File: config.mk
export PLATFORM = sky130hd
export DESIGN_NAME = mem_store_rmw
export DESIGN_NICKNAME = d
export VERILOG_FILES = /design/src/rtl/mem_pkg.sv /design/src/rtl/store_merge.sv /design/src/rtl/mem_store_rmw.sv
export SDC_FILE = /design/constraint.sdc
export NUM_CORES = 1
export LEC_CHECK = 0
export CAP_MARGIN = 10
export CORE_UTILIZATION = 47
export CTS_BUF_LIST = sky130_fd_sc_hd__clkbuf_4
export DETAILED_ROUTE_END_ITERATION = 16
export GPL_TIMING_DRIVEN = 0
export HOLD_SLACK_MARGIN = 0.15
export PLACE_DENSITY = 0.82
export SLEW_MARGIN = 0
export SYNTH_ARGS = -nofsm -noshare
export SYNTH_HDL_FRONTEND = slang
export SYNTH_SLANG_ARGS = --single-unit
File: constraint.sdc
create_clock -name clk -period 2.9 [get_ports clk]
set_clock_uncertainty 0.15 [all_clocks]
set_input_delay 0.58 -clock clk [delete_from_list [all_inputs] [get_ports clk]]
set_output_delay 0.58 -clock clk [all_outputs]
set_load 0.05 [all_outputs]
File: src/rtl/mem_pkg.sv
// Shared definitions for the data-memory load/store units: FSM encoding,
// lane offsets and access-size decoding helpers.
package mem_pkg;

    // Store FSM encoding
    localparam logic [2:0] StIdle  = 3'd0;
    localparam logic [2:0] StRead  = 3'd1;
    localparam logic [2:0] StMerge = 3'd2;
    localparam logic [2:0] StWrite = 3'd3;
    localparam logic [2:0] StErr   = 3'd4;

    // Access size after priority resolution
    typedef enum logic [1:0] {
        SzNone = 2'd0,
        SzByte = 2'd1,
        SzHalf = 2'd2,
        SzFull = 2'd3
    } size_e;

    // Least-significant bit of each lane inside a 32-bit word
    localparam int unsigned HalfLoLsb = 0;
    localparam int unsigned HalfHiLsb = 16;
    localparam int unsigned ByteWidth = 8;

    // Full beats half beats byte; nothing selected means no size.
    function automatic size_e size_sel(input logic sel_full, input logic sel_half,
                                       input logic sel_byte);
        if (sel_full) begin
            return SzFull;
        end else if (sel_half) begin
            return SzHalf;
        end else if (sel_byte) begin
            return SzByte;
        end
        return SzNone;
    endfunction

    // A request that can never be performed: no size, or a half on an odd byte.
    function automatic logic access_bad(input size_e sz, input logic [1:0] lo);
        return (sz == SzNone) || ((sz == SzHalf) && lo[0]);
    endfunction

endpackage

File: src/rtl/store_merge.sv
// Combinational lane merge: replaces the addressed byte/half of an old word
// with right-aligned new data; a full store passes the new data through.
module store_merge
    import mem_pkg::*;
(
    input  logic [31:0] old_word_i,
    input  logic [31:0] new_data_i,
    input  logic [1:0]  lane_i,
    input  size_e       size_i,
    output logic [31:0] merged_o
);

    // Start from the old word and overwrite only the target lane
    always_comb begin
        merged_o = old_word_i;
        case (size_i)
            SzFull: merged_o = new_data_i;
            SzHalf: begin
                if (lane_i[1]) begin
                    merged_o[HalfHiLsb +: 16] = new_data_i[15:0];
                end else begin
                    merged_o[HalfLoLsb +: 16] = new_data_i[15:0];
                end
            end
            SzByte: merged_o[{lane_i, 3'b000} +: ByteWidth] = new_data_i[7:0];
            default: ;
        endcase
    end

endmodule

File: src/rtl/mem_store_rmw.sv
// Store unit for a word-wide data memory. Full-word stores are written
// directly; byte/half stores read the word, merge the lane and write it back.
// Misaligned or sizeless requests are rejected with a done+err pulse.
module mem_store_rmw
    import mem_pkg::*;
#(
    parameter int unsigned AW = 32
) (
    input  logic          clk,
    input  logic          rst_n,
    input  logic          req_i,
    input  logic [AW-1:0] addr_i,
    input  logic [31:0]   wdata_i,
    input  logic          full_i,
    input  logic          half_i,
    input  logic          byte_i,
    output logic          ready_o,
    output logic          done_o,
    output logic          err_o,
    output logic [AW-1:0] dm_addr_o,
    output logic          dm_re_o,
    input  logic [31:0]   dm_rdata_i,
    output logic          dm_we_o,
    output logic [31:0]   dm_wdata_o
);

    logic [2:0]    state_q, state_d;
    logic [1:0]    addr_lo_q;
    logic [31:0]   wdata_q;
    size_e         size_q;
    logic [AW-1:0] dm_addr_q;
    logic [31:0]   dm_wdata_q;

    size_e         req_size;
    logic          req_bad;
    logic          accept;
    logic [31:0]   merged;

    assign req_size = size_sel(full_i, half_i, byte_i);
    assign req_bad  = access_bad(req_size, addr_i[1:0]);
    assign accept   = (state_q == StIdle) && req_i;

    // Next-state: full goes straight to write, partials read-modify-write
    always_comb begin
        state_d = state_q;
        case (state_q)
            StIdle: begin
                if (req_i) begin
                    if (req_bad) begin
                        state_d = StErr;
                    end else if (req_size == SzFull) begin
                        state_d = StWrite;
                    end else begin
                        state_d = StRead;
                    end
                end
            end
            StRead:  state_d = StMerge;
            StMerge: state_d = StWrite;
            StWrite: state_d = StIdle;
            StErr:   state_d = StIdle;
            default: state_d = StIdle;
        endcase
    end

    // State register; reset aborts any store in flight
    always_ff @(posedge clk or negedge rst_n) begin
        if (!rst_n) begin
            state_q <= StIdle;
        end else begin
            state_q <= state_d;
        end
    end

    // Capture the request at accept so later input changes cannot leak in
    always_ff @(posedge clk or negedge rst_n) begin
        if (!rst_n) begin
            addr_lo_q <= 2'b00;
            wdata_q   <= 32'h0;
            size_q    <= SzNone;
        end else if (accept) begin
            addr_lo_q <= addr_i[1:0];
            wdata_q   <= wdata_i;
            size_q    <= req_size;
        end
    end

    store_merge u_store_merge (
        .old_word_i (dm_rdata_i),
        .new_data_i (wdata_q),
        .lane_i     (addr_lo_q),
        .size_i     (size_q),
        .merged_o   (merged)
    );

    // Memory-side address/data; held between writes, rejected requests leave them alone
    always_ff @(posedge clk or negedge rst_n) begin
        if (!rst_n) begin
            dm_addr_q  <= '0;
            dm_wdata_q <= 32'h0;
        end else if (accept && !req_bad) begin
            dm_addr_q <= {addr_i[AW-1:2], 2'b00};
            if (req_size == SzFull) begin
                dm_wdata_q <= wdata_i;
            end
        end else if (state_q == StMerge) begin
            // dm_rdata_i is valid this cycle, one cycle after the read strobe
            dm_wdata_q <= merged;
        end
    end

    assign ready_o    = (state_q == StIdle);
    assign dm_re_o    = (state_q == StRead);
    assign dm_we_o    = (state_q == StWrite);
    assign done_o     = (state_q == StWrite) || (state_q == StErr);
    assign err_o      = (state_q == StErr);
    assign dm_addr_o  = dm_addr_q;
    assign dm_wdata_o = dm_wdata_q;

endmodule

* Word-level counts from Yosys, hierarchy flattened
Cells that the tools add are included.
Storage, ports and cells: register bits after elaboration 101, input port bits 102, output and inout bits 69, word-level logic and storage cells 48
Cells by class: $add $sub $neg 1, equal/unequal tests 11, shifts and indexed selects 2, muxes and demuxes 18, reduce and logical (&&, ||, !) cells 10
Operators with widths (number):
- 32-bit 2-to-1 mux | 3
- 32-bit one-hot mux with 3 select lines | 1
- 32-bit bitwise mux | 1
- 16-bit 2-to-1 mux | 2
- 8-bit by 7-bit variable shift with 32-bit output (first input constant) | 1
- 8-bit by 7-bit indexed part select with 32-bit output | 1
- 2-bit 2-to-1 mux | 5
- 3-bit one-hot mux with 3 select lines | 1
- 2-bit == test (second input constant) | 4
- 5-bit negation with 7-bit output | 1
- 3-bit by 2-bit == test with 1-bit output (second input constant) | 2
- 3-bit 2-to-1 mux | 2
- 2-bit != test (second input constant) | 2
- 3-bit by 1-bit == test with 1-bit output (second input constant) | 1
- 3-bit == test (second input constant) | 1
- 1-bit logical AND | 3
- 3-bit zero test | 1
- 1-bit 2-to-1 mux | 3
- 2-bit by 1-bit == test with 1-bit output (second input constant) | 1
- 2-bit zero test | 1
- 1-bit logical OR | 2
- 2-bit AND reduction | 1
- 2-bit nonzero test | 1
- 1-bit zero test | 1

* Depth between registers and ports, before layout
Gate-level depths: netlist of the first run.
word-level depth 11, gate-level depth with buffers 7, mapped depth without buffers 6

* Modules after synthesis
From an unflattened synthesis of the first run, not the netlist that was laid out.
Unflattened totals: cell total of the unflattened synthesis 636, area total of the unflattened synthesis 5275.1 µm²
Modules (own cells, without submodules):
- mem_store_rmw | instances 1, cells an instance 478, area each 4126.5 µm², seq. area each 2527.4 µm²
- store_merge | instances 1, cells an instance 158, area each 1148.6 µm², seq. area each 0.0 µm²

* Worst setup path before layout of the first run
Ideal clock, no wire load.
kind reg2out, start point register state_q[1], end point output done_o, data arrival time 2.380 ns, required time 2.170 ns, path slack -0.210 ns, stages on the path, launching flop included 5, buffers on the path 2, path through dfrtp_1 clkbuf_1 clkbuf_1 nor3b_1 or2_2
Between the ends: word-level cells in the longest chain between the ends 2, elaborated cells on any way between the ends 3, classes of those cells 2 x eq/ne; 1 x reduce/logical
Ends and longest elaborated chain:
- start, declared | line mem_store_rmw.sv:27 | logic [2:0] state_q, state_d;
- start signal, assigned | line mem_store_rmw.sv:69 | state_q <= StIdle;
- start signal, assigned | line mem_store_rmw.sv:71 | state_q <= state_d;
- 3-bit == test
- net err_o | line mem_store_rmw.sv:19 | output logic err_o,
- 1-bit logical OR | line mem_store_rmw.sv:115 | assign done_o = (state_q == StWrite) || (state_q == StErr);
- end, declared | line mem_store_rmw.sv:18 | output logic done_o,
The timed path passes the listed nets, and every way through them passes these cells.

* Worst setup path in the final report of the first run
start point register state_q[1], end point output dm_re_o
Between the ends: word-level cells in the longest chain between the ends 1
Ends and longest elaborated chain:
- 3-bit by 1-bit == test with 1-bit output | line mem_store_rmw.sv:113 | assign dm_re_o = (state_q == StRead);
- end, declared | line mem_store_rmw.sv:21 | output logic dm_re_o,
No other way between the ends.

==> results of run 1 <==
routing by layer:
metal | vias up | wire (um) | part of all wire
li1 | 2389 | - | -
met1 | 2530 | 7030 | 0.41
met2 | 289 | 7670 | 0.45
met3 | 51 | 1630 | 0.096
met4 | 0 | 647 | 0.038
met5 | - | 0 | 0
cell usage in the layout, fill, tap and decap left out, types with 3 or more instances in the layout:
master / instances
clkbuf_4: 10
nor4_1: 4
o21ai_0: 12
nor3_1: 13
buf_4: 4
clkinv_4: 3
ha_1: 5
and2_1: 4
nand3b_1: 13
a22oi_1: 12
o21bai_1: 4
nand2_1: 203
a211oi_1: 8
or2_2: 10
nand3_1: 8
dlygate4sd2_1: 4
buf_2: 10
a222oi_1: 7
clkdlybuf4s50_1: 162
nor3b_1: 4
nand2b_1: 3
o31ai_1: 8
inv_1: 3
and3b_1: 9
a311oi_1: 8
a2111oi_0: 4
clkbuf_1: 25
a21o_1: 10
o22ai_1: 11
nor2_1: 40
o2bb2ai_1: 4
a32o_1: 4
a31oi_1: 12
dfrtp_1: 101
layout make-up:
cell class              count  share of cell area
multi-input cells         442               0.336
inverters                   3             0.00159
well taps                 136              0.0240
plain buffers              41              0.0257
repair buffers            170               0.239
clock inverters             7             0.00828
flip-flops and latches    101               0.356
clock buffers               9             0.00951
cells by family (layout without fill, tap and decap cells):
group | Yosys count | count (layout)
adder cells (fa/ha/maj) | 5 | 5
AO/OA/AOI/OAI | 115 | 115
other | 1 | 2
AND/OR/NAND/NOR | 320 | 320
flip-flops | 101 | 101
buffers and inverters | 44 | 230
path summary, 6_finish.rpt:
check / start / end / cells past startpoint
setup / recovery: state_q[1] / dm_re_o / 4
hold / removal: dm_addr_o[5] / dm_addr_o[5] / 2
setup reg to reg: addr_lo_q[1] / dm_wdata_o[22] / 6
hold reg to reg: dm_addr_o[5] / dm_addr_o[5] / 2
max in group asynchronous: rst_n / dm_wdata_o[5] / 3
min in group asynchronous: rst_n / dm_wdata_o[25] / 2
state kept, by name, summed over array words and instances, names as in the netlist:
signal and flops:
addr_lo_q 2, dm_addr_o 30, dm_wdata_o 32, size_q 2
state_q 3, wdata_q 32
worst max-delay path, stage by stage (launching register included):
cell and delay, ns:
dfrtp_1 0.39, clkbuf_2 0.17, clkbuf_4 0.23, nor3b_1 0.23, dlygate4sd2_1 0.56
power by group through the flow:
stage                     Clock [mW]  Sequential [mW]  Combinational [mW]
after floorplan                    0             3.90                2.21
after global placement             0             2.59                5.32
after detailed placement           0             2.61                5.42
after CTS                      0.712             2.58                5.42
after global routing           0.771             2.67                5.81
final                          0.713             2.60                5.46
repair_timing:
action,4_1_cts,5_1_grt
gates resized for setup,8,3
hold endpoints to repair,61,0
endpoints found under the setup margin,5,20
hold buffers,1,0
==> results_dict.tcl, run 1 <==
set metrics [dict create \
    outcome "complete, no violations" \
    cts_sinks 101 \
    synth_largest_area_cell "dfrtp_1" \
    critPathCaptureType "output pin" \
    hold_violations 0 \
    required_ns 2.17 \
    cts_tree "built" \
    rsz0062_at_grt "no" \
    netlist_area_sq_um 5090 \
    comb_power_share 0.622 \
    yosysUniqueCellTypes 46 \
    n_fill_cell 865 \
    area_growth_syn_to_layout_pct 39.6 \
    hp-class "reg -> reg" \
    ctsLongestPathBuffers 2 \
    ir_drop_uv 545 \
    yosys-top-cells-count "203 x nand2_1, 101 x dfrtp_1, 40 x nor2_1" \
    dp_hpwl_um 12600 \
    final_cell_count_no_fill 909 \
    final_antenna_net_count 0 \
    synth_xor_area_frac 0 \
    final_nets 875 \
    seq_area_frac_synth 0.497 \
    synth_top_family_by_area "simple AND/OR/NAND/NOR gates" \
    power.total_mw 8.77 \
    initial_core_util 0.488 \
    period_minus_slack_ns 2.77 \
    grt_usage 0.313 \
    cap_violations 0 \
    drv_slew 0 \
    clk_pin_slew_ns 0.16 \
    via_per_inst 5.79 \
    use_met2 0.466 \
    drive_gt1_frac 0.0634 \
    synth_top_area_frac 0.497 \
    powerDensity_nw_per_um2 1240 \
    hold-worst-slack_ns 0.342 \
    synth-compound-area-share 0.168 \
    yosysMostFrequentCell "nand2_1" \
    synth_area_leaders "dfrtp_1 50%, nand2_1 15%, nor2_1 3.0%, clkbuf_1 2.0%, nand3b_1 1.9%" \
    cts-root-buf "clkbuf_4" \
    synth_mux_area_frac 0 \
    clk_latency_ns 0.47 \
    yosysWarnings 0 \
    crit_fanout 10 \
    met3_usage 0.0595 \
    p_switching_mw 4.66 \
    setup_violations 0 \
    dr.pass1.iters 8 \
    met1_usage 0.439 \
    tightest_slew_ns 0.984 \
    yosys.area_share.adder 0.0123 \
    rows 37 \
    h-tree-depth 3 \
    numPortBuffers 168 \
    drc_errors 0 \
    ys_seq_elements 101 \
    die_width_um 106 \
    criticalPathCategory "reg -> out" \
    drtIter0Drc 488 \
    synth-main-ff-cell "dfrtp_1" \
    fin_util 0.682 \
    grt_pass1_vias 5121 \
    synth.avg_cell_area_sq_um 8.68 \
    p_leak_nw 3.14 \
    power_frac_seq 0.297 \
    antenna_found_initial 0 \
    fmax_ghz 0.361 \
    synth_edf_count 0 \
    dpl-instance-area_sq_um 6970 \
    routed_wirelength_um 17000 \
    multi_input_area_sq_um 2380 \
    async_flop_share 1.00 \
    setup_ws_ns 0.130 \
    post-place-cells 892 \
    yosys.area_share.simple 0.285 \
    period_share 0.955 \
    gp_congestion 0.993 \
    rrSetupSlack_ns 0.22 \
    grt-ovfl-total 0 \
    cp.arrival_ns 2.04 \
    fin_area_sq_um 7100 \
    dieArea_sq_um 11200 \
    synth_cells 586 \
    grt_pass1_wl_um 26900 \
    grt_max_degree 63 \
    io-pin-count 171 \
    core-area_sq_um 10400 \
    final.setup.tns_ns 0 \
    n_antenna_cell 0 \
    sw_frac_of_total 0.531 \
    die_h_um 106 \
    dp_slack_ns -0.355 \
    p_int_mw 4.11 \
    wl_per_cell_um 18.7 \
    critPathLaunchType "register" \
    slew_headroom 0.336 \
    vias 5259 \
    cts-buffers-inserted 9 \
    cts_setup_buffers 0 \
    pwr-share-clk 0.081 \
    register_area_sq_um 2530 \
    gr-max-usage-layer "met2" \
]
(Power assumes the default switching activity.)
==> run 2: changes to the inputs <==
- CAP_MARGIN: 10 -> 20
==> run 2 against run 1 <==
Die area unchanged; sequential power is essentially flat; total power is 0.12% higher; count of clock-buffer cells in the layout is the same; register-to-register slack improved by 0.06 ns; sequential cell count did not move; via count is 0.97% lower; first-iteration DRC count increased by 1.4%; combinational power about the same; final cell count up 0.11%; setup slack better by 0.012 ns; critical path type unchanged.
==> results_dict.tcl, run 2 (synthesis results as in run 1) <==
set metrics [dict create \
    p_int_mw 4.12 \
    final.setup.tns_ns 0 \
    drc_errors 0 \
    dieArea_sq_um 11200 \
    hold_violations 0 \
    slew_headroom 0.372 \
    clk_latency_ns 0.45 \
    clk_pin_slew_ns 0.16 \
    layout_common_cells "203 x nand2_1, 162 x clkdlybuf4s50_1, 101 x dfrtp_1" \
    ctsLongestPathBuffers 2 \
    critPathLaunch "state_q[1]" \
    fmax_ghz 0.363 \
    routed_wirelength_um 17100 \
    post-place-cells 892 \
    grt_usage 0.313 \
    period_share 0.951 \
    final_common_cell "nand2_1" \
    sw_frac_of_total 0.532 \
    critPathLaunchType "register" \
    powerDensity_nw_per_um2 1240 \
    setup_ws_ns 0.142 \
    cts-buffers-inserted 9 \
    die_h_um 106 \
    setup_violations 0 \
    drtIter0Drc 495 \
    grt_pass1_wl_um 26900 \
    fin_area_sq_um 7100 \
    tightest_slew_ns 0.929 \
    drive_gt1_frac 0.0633 \
    ir_drop_uv 555 \
    hold-worst-slack_ns 0.342 \
    vias 5208 \
    crit_fanout 10 \
    gp_congestion 0.993 \
    rsz0062_at_grt "no" \
    initial_core_util 0.488 \
    cp-endpoint "dm_re_o" \
    grt-ovfl-total 0 \
    hp-class "reg -> reg" \
    p_switching_mw 4.67 \
    core-area_sq_um 10400 \
    drv_slew 0 \
    cts_tree "built" \
    grt_pass1_vias 5121 \
    final_nets 876 \
    final_cell_count_no_fill 910 \
    critPathCaptureType "output pin" \
    fin_util 0.682 \
    cts_sinks 101 \
    cap_violations 0 \
    io-pin-count 171 \
    n_antenna_cell 0 \
    pwr-share-clk 0.081 \
    wl_per_cell_um 18.7 \
    reg2reg_to "dm_wdata_o[22]" \
    reg2reg_depth 6 \
    h-tree-depth 3 \
    period_minus_slack_ns 2.76 \
    power_frac_seq 0.296 \
    dr.pass1.iters 9 \
    cp.arrival_ns 2.03 \
    dp_slack_ns -0.355 \
    comb_power_share 0.623 \
    dpl-instance-area_sq_um 6970 \
    area_growth_syn_to_layout_pct 39.6 \
    grt_max_degree 63 \
    via_per_inst 5.72 \
    die_width_um 106 \
    antenna_found_initial 0 \
    rrSetupSlack_ns 0.28 \
    required_ns 2.17 \
    power.total_mw 8.78 \
    timing.rr.start "addr_lo_q[1]" \
    outcome "complete, no violations" \
    dp_hpwl_um 12600 \
    final_antenna_net_count 0 \
    rows 37 \
    criticalPathCategory "reg -> out" \
    numPortBuffers 168 \
    cts-root-buf "clkbuf_4" \
    p_leak_nw 3.14 \
]
## run 2: changes by cell type in the layout (fill, tap and decap cells not counted), sizes merged
| cell | previous run | this run |
|---|---|---|
| buf | 16 | 17 |
## run 2: repair_timing
action                                  in CTS  in global routing
endpoints found under the setup margin       5                  1
buffers inserted                             0                  0
hold buffers                                 1                  0
resized for setup                            8                  2
hold endpoints to repair                    61                  0
## run 2: metal layers
layer / wire length [um] / track usage
met2: 7620 / 0.466
met4: 686 / 0.155
met5: 0 / 0
met3: 1610 / 0.0595
met1: 7140 / 0.439
## run 2: power by group through the flow
stage | sequential [mW] | combinational (mW) | clock (mW)
2_1_floorplan | 3.90 | 2.21 | 0
3_3_place_gp | 2.59 | 5.32 | 0
3_5_place_dp | 2.61 | 5.42 | 0
4_1_cts | 2.58 | 5.42 | 0.712
5_1_grt | 2.67 | 5.81 | 0.771
6_report | 2.60 | 5.47 | 0.711
## run 2: area by class of cell
cell class | instances | area [sq um]
timing repair buffer | 171 | 1700
sequential | 101 | 2530
clock buffer | 9 | 67.6
buffer | 41 | 183
inverter | 3 | 11.3
fill | 865 | 3310
multi-input combinational | 442 | 2380
clock inverter | 7 | 58.8
tap | 136 | 170
## run 2: how the worst min path moves through the flow
stage | from | end | slack, ns | cells after the start
floorplan | rst_n | addr_lo_q[0] | 0.13 | 0
detailed placement | dm_addr_o[21] | dm_addr_o[21] | 0.31 | 2
finish | dm_addr_o[5] | dm_addr_o[5] | 0.34 | 2
global placement | dm_addr_o[20] | dm_addr_o[20] | 0.31 | 2
global route | dm_wdata_o[25] | dm_wdata_o[25] | 0.37 | 2
CTS | dm_addr_o[21] | dm_addr_o[21] | 0.35 | 2
## run 2: worst max-delay path, cell delays in order (launching register included)
cell and delay [ns]:
dfrtp_1 0.39, clkbuf_2 0.17, clkbuf_4 0.23, nor3b_1 0.23, dlygate4sd2_1 0.56
